===== src/rtl/pdp6_dly_pkg.sv =====
// Shared constants and tap-length helper for the PDP-6 pulse delay line.
// Optional level outputs are enabled with the DLY_LEVEL_EN macro.
package pdp6_dly_pkg;

    localparam int unsigned CLK_NS_DEF = 10;
    localparam int unsigned D1_NS_DEF  = 100;
    localparam int unsigned D2_NS_DEF  = 150;

    // Whole clock cycles covering d_ns, never fewer than one.
    function automatic int unsigned dly_cycles(
        input int unsigned d_ns,
        input int unsigned clk_ns
    );
        int unsigned c;
        if (clk_ns == 0) begin
            c = 1;
        end else begin
            c = (d_ns + clk_ns - 1) / clk_ns;
        end
        if (c == 0) begin
            c = 1;
        end
        return c;
    endfunction

endpackage


===== src/rtl/dly_tap.sv =====
// One retriggerable delay tap: a start loads N, the 1->0 step emits a pulse.
// With DLY_LEVEL_EN the tap also exports a busy level.
module dly_tap
    import pdp6_dly_pkg::*;
#(
    parameter int unsigned N = 1
) (
    input  logic clk,
    input  logic reset,
    input  logic start,
`ifdef DLY_LEVEL_EN
    output logic level,
`endif
    output logic pulse
);

    localparam int unsigned NN = (N < 1) ? 1 : N;
    localparam int unsigned W  = $clog2(NN + 1);
    localparam logic [W-1:0] LOAD = W'(NN);
    localparam logic [W-1:0] ONE  = W'(1);
    localparam logic [W-1:0] ZERO = '0;

    logic [W-1:0] cnt_q;
    logic [W-1:0] cnt_d;
    logic         pulse_q;
    logic         pulse_d;

    // A start on the terminal step reloads and suppresses the pulse.
    always_comb begin
        cnt_d   = cnt_q;
        pulse_d = 1'b0;
        if (start) begin
            cnt_d = LOAD;
        end else if (cnt_q != ZERO) begin
            cnt_d   = cnt_q - ONE;
            pulse_d = (cnt_q == ONE);
        end
    end

    always_ff @(posedge clk or posedge reset) begin
        if (reset) begin
            cnt_q   <= ZERO;
            pulse_q <= 1'b0;
        end else begin
            cnt_q   <= cnt_d;
            pulse_q <= pulse_d;
        end
    end

    assign pulse = pulse_q;

`ifdef DLY_LEVEL_EN
    logic level_q;
    logic level_d;

    always_comb begin
        level_d = (cnt_d != ZERO);
    end

    always_ff @(posedge clk or posedge reset) begin
        if (reset) begin
            level_q <= 1'b0;
        end else begin
            level_q <= level_d;
        end
    end

    assign level = level_q;
`endif

endmodule


===== src/rtl/pulse_dly_100_150.sv =====
// Two-tap retriggerable pulse delay (100 ns / 150 ns) for PDP-6 timing.
// Define DLY_LEVEL_EN to add the lv100ns / lv150ns level outputs.
module pulse_dly_100_150
    import pdp6_dly_pkg::*;
#(
    parameter int unsigned CLK_NS = CLK_NS_DEF,
    parameter int unsigned D1_NS  = D1_NS_DEF,
    parameter int unsigned D2_NS  = D2_NS_DEF
) (
    input  logic clk,
    input  logic reset,
    input  logic trig,
`ifdef DLY_LEVEL_EN
    output logic lv100ns,
    output logic lv150ns,
`endif
    output logic out100ns,
    output logic out150ns
);

    localparam int unsigned N1 = dly_cycles(D1_NS, CLK_NS);
    localparam int unsigned N2 = dly_cycles(D2_NS, CLK_NS);

    logic trig_d_q;
    logic trig_d_d;
    logic trigger;

    // trig_d resets high so a level already present at release is ignored.
    always_comb begin
        trig_d_d = trig;
        trigger  = trig & ~trig_d_q;
    end

    always_ff @(posedge clk or posedge reset) begin
        if (reset) begin
            trig_d_q <= 1'b1;
        end else begin
            trig_d_q <= trig_d_d;
        end
    end

    dly_tap #(
        .N(N1)
    ) u_tap1 (
        .clk  (clk),
        .reset(reset),
        .start(trigger),
`ifdef DLY_LEVEL_EN
        .level(lv100ns),
`endif
        .pulse(out100ns)
    );

    dly_tap #(
        .N(N2)
    ) u_tap2 (
        .clk  (clk),
        .reset(reset),
        .start(trigger),
`ifdef DLY_LEVEL_EN
        .level(lv150ns),
`endif
        .pulse(out150ns)
    );

endmodule


===== config.mk =====
export PLATFORM = sky130hd
export DESIGN_NAME = pulse_dly_100_150
export DESIGN_NICKNAME = d
export VERILOG_FILES = /design/src/rtl/pdp6_dly_pkg.sv /design/src/rtl/dly_tap.sv /design/src/rtl/pulse_dly_100_150.sv
export SDC_FILE = /design/constraint.sdc
export NUM_CORES = 1
export LEC_CHECK = 0
export BUFFER_PORTS_ARGS = -buffer_cell sky130_fd_sc_hd__buf_2
export CAP_MARGIN = 20
export CORE_AREA = 2 2 39 41
export DETAILED_ROUTE_END_ITERATION = 16
export DIE_AREA = 0 0 41 43
export HOLD_SLACK_MARGIN = 0.08
export PLACE_DENSITY_LB_ADDON = 0.12
export SETUP_SLACK_MARGIN = 0.5
export SLEW_MARGIN = 20
export SYNTH_ARGS = -nofsm -noshare
export SYNTH_HDL_FRONTEND = slang
export SYNTH_SLANG_ARGS = --single-unit

===== constraint.sdc =====
create_clock -name clk -period 1.8 [get_ports clk]
set_clock_uncertainty 0.1 [all_clocks]
set_input_delay 0.09 -clock clk [delete_from_list [all_inputs] [get_ports clk]]
set_output_delay 0.09 -clock clk [all_outputs]
set_load 0.01 [all_outputs]

==> impl_metrics.env <==
export IMPL_status="completed"
export IMPL_wire_per_inst_um=15.23
export IMPL_syn_area_per_cell_um2=10.61
export IMPL_power_density_nw_per_um2=1440
export IMPL_start_util_pct=38.34
export IMPL_gr_total_overflow=0
export IMPL_insertion_delay_ns=0.27
export IMPL_critPathArrivalTime_ns=1.48
export IMPL_setup_viol=0
export IMPL_drive_gt1_share_pct=50.00
export IMPL_critPathMaxFanout=3
export IMPL_worstSetupPathType="reg2reg"
export IMPL_synth_area_leaders="dfrtp_1 47%, ha_1 9.4%, nor3_1 5.7%"
export IMPL_antenna_left=0
export IMPL_ys_flop_type="dfrtp_1"
export IMPL_timing_rr_start="u_tap2.cnt_q[1]"
export IMPL_final_max_slew_violation_count=0
export IMPL_drt_total_wl_um=1279
export IMPL_yosysTopAreaCell="dfrtp_1"
export IMPL_synth_cell_types=21
export IMPL_drtIter0Drc=6
export IMPL_cts_sinks=11
export IMPL_cts_path_max_buffers=2
export IMPL_synth_area_um2=530.5
export IMPL_yosysWarnings=0
export IMPL_grt_pass1_vias=474
export IMPL_firstDrtPassIters=4
export IMPL_cts_root_buf="clkbuf_4"
export IMPL_hold_path_class="in2reg"
export IMPL_synth_top_area_share_pct=47.17
export IMPL_synth_nets=57
export IMPL_netlist_top_cells_count="10 x dfrtp_1, 6 x inv_1, 6 x nor3_1, 4 x ha_1, 3 x nor2_1"
export IMPL_cp_required_ns=1.85
export IMPL_hold_violations=0
export IMPL_dp_final_hpwl_um=754.3
export IMPL_hp_start="trig"
export IMPL_die_y_um=43
export IMPL_numCtsBuffers=3
export IMPL_tightest_slew_ns=0.4395
export IMPL_fin_crit_sh_pct=79.30
export IMPL_relSlewSlack_pct=70.67
export IMPL_grt_max_degree=12
export IMPL_die_w_um=41
export IMPL_ios=5
export IMPL_startpoint_type="flip-flop"
export IMPL_synth_edf_count=0
export IMPL_total_power_mw=1.108
export IMPL_rsz0062_at_grt="yes"
export IMPL_drc_errors=0
export IMPL_cp_end_kind="flip-flop"
export IMPL_cts_reportedPaths_clkPinSlew_ns=0.08
export IMPL_antenna_found_initial=0
export IMPL_leakage_nw=0.3577
export IMPL_rows=14
export IMPL_area_growth_pct=45.05
export IMPL_setup_tns_ns=0
export IMPL_vias=438
export IMPL_dieArea_um2=1763
export IMPL_async_reset_ff_share_pct=100.0
export IMPL_htreeDepth=1
export IMPL_max_freq_mhz=700.6
export IMPL_grt_first_pass_wirelength_um=2263
export IMPL_gp_congestion=0.6425
export IMPL_ir_drop_mv=0.8208
export IMPL_yosysSeqAreaShare_pct=52.12
export IMPL_netlist_instances=50
export IMPL_nNetsFinal=76
export IMPL_yosys_cell_count_top_type="dfrtp_1"
export IMPL_cts_tree="done"
export IMPL_nFillCells=125
export IMPL_cp_startpoint="u_tap2.cnt_q[1]"
export IMPL_portBuffers=4
export IMPL_drv_cap=0
export IMPL_finalCriticalPeriod_ns=1.427
export IMPL_grt_usage_pct=19.94
export IMPL_n_antenna_cell=0
export IMPL_vias_per_cell=5.214
export IMPL_synth_ff_latch_count=11
export IMPL_core_area_um2=1384
power by group:
part,leakage (nW),internal (mW),total [mW],switching [mW]
sequential,0.127,0.326,0.402,0.0757
clock,0.0150,0.0858,0.173,0.0873
combinational,0.216,0.301,0.533,0.233
total,0.358,0.713,1.11,0.396
cell usage in the layout, fill, tap and decap left out, drive strengths merged:
cell         netlist  routed
or3b               2       2
inv                6       6
clkbuf             1       4
a211o              1       1
nor3               6       6
ha                 4       4
dfstp              1       1
a31o               1       1
dfrtp             10      10
dlygate4sd3        0       2
and4b              1       1
nand2b             2       2
o21ai              1       1
a31oi              2       2
buf                0      13
nand3b             2       2
xnor2              2       2
nand2              1       1
or3                1       1
nor2b              1       1
a21oi              2       2
nor2               3       3
layout make-up:
cell class	count	area (um^2)	share of cell area (%)
Clock buffer	4	26.28	3.415
Inverter	6	22.52	2.927
Multi-Input combinational cell	32	305.3	39.67
Sequential cell	11	276.5	35.93
Tap cell	16	20.02	2.602
Timing Repair Buffer	15	118.9	15.45
layer usage:
layer | part of all wire (%) | vias up | GRT usage (%) | wire length [um]
li1 | - | 208 | - | -
met2 | 56 | 8 | 32.50 | 712
met5 | 0 | - | 0 | 0
met1 | 40 | 220 | 23.83 | 506
met4 | 1.1 | 0 | 4.000 | 14
met3 | 3.5 | 2 | 7.853 | 45
worst max-delay path: stages, from the launching register on:
cell,delay (ns)
dfrtp_1,0.40
inv_2,0.09
ha_4,0.12
or3b_4,0.40
nor3_1,0.14
a31oi_1,0.06
flip-flops by register name (all words and copies together), names as in the netlist:
| name | count |
|---|---|
| trig_d_q | 1 |
| u_tap2.pulse | 1 |
| u_tap2.cnt_q | 4 |
| u_tap1.pulse | 1 |
| u_tap1.cnt_q | 4 |
path summary, 6_finish.rpt:
path	endpoint	slack [ns]	depth (start not counted)
max	u_tap2.cnt_q[1]	0.37	5
min	u_tap1.cnt_q[0]	0.16	3
max reg2reg	u_tap2.cnt_q[1]	0.37	5
min reg2reg	u_tap2.pulse	0.40	1
max in group asynchronous	trig_d_q	1.02	3
min in group asynchronous	u_tap1.cnt_q[2]	0.25	3
metrics by stage:
step | worst slack (ns) | utilization (%) | std cells | hold slack (ns) | instance area (um^2)
2_1_floorplan | 0.3719 | - | 50 | -0.1583 | 535.5
3_3_place_gp | 0.3176 | 41.32 | 69 | -0.01080 | 571.8
3_5_place_dp | 0.2200 | 41.32 | 69 | 0.002683 | 571.8
4_1_cts | 0.3503 | 52.80 | 84 | 0.1967 | 730.7
5_1_grt | 0.2927 | 55.61 | 84 | 0.1877 | 769.5
6_report | 0.3726 | 55.61 | 84 | 0.1568 | 769.5
logic make-up (layout without fill, tap and decap cells):
group,count (synthesis),in the layout,synth area share (%)
simple gates,19,19,21.70
flops,11,11,52.12
xor+xnor,2,2,3.302
buf+inv,7,25,4.952
fa+ha+maj,4,4,9.434
compound gates,7,7,8.490
timing repair:
item | in CTS | in global routing
endpoints found under the hold margin | 13 | 0
setup buffers | 9 | 0
pin swaps | 4 | 2
endpoints found under the setup margin | 6 | 8
resized for setup | 10 | 10
hold buffers | 2 | 0
Note: power is estimated with default switching activity, not from simulation.
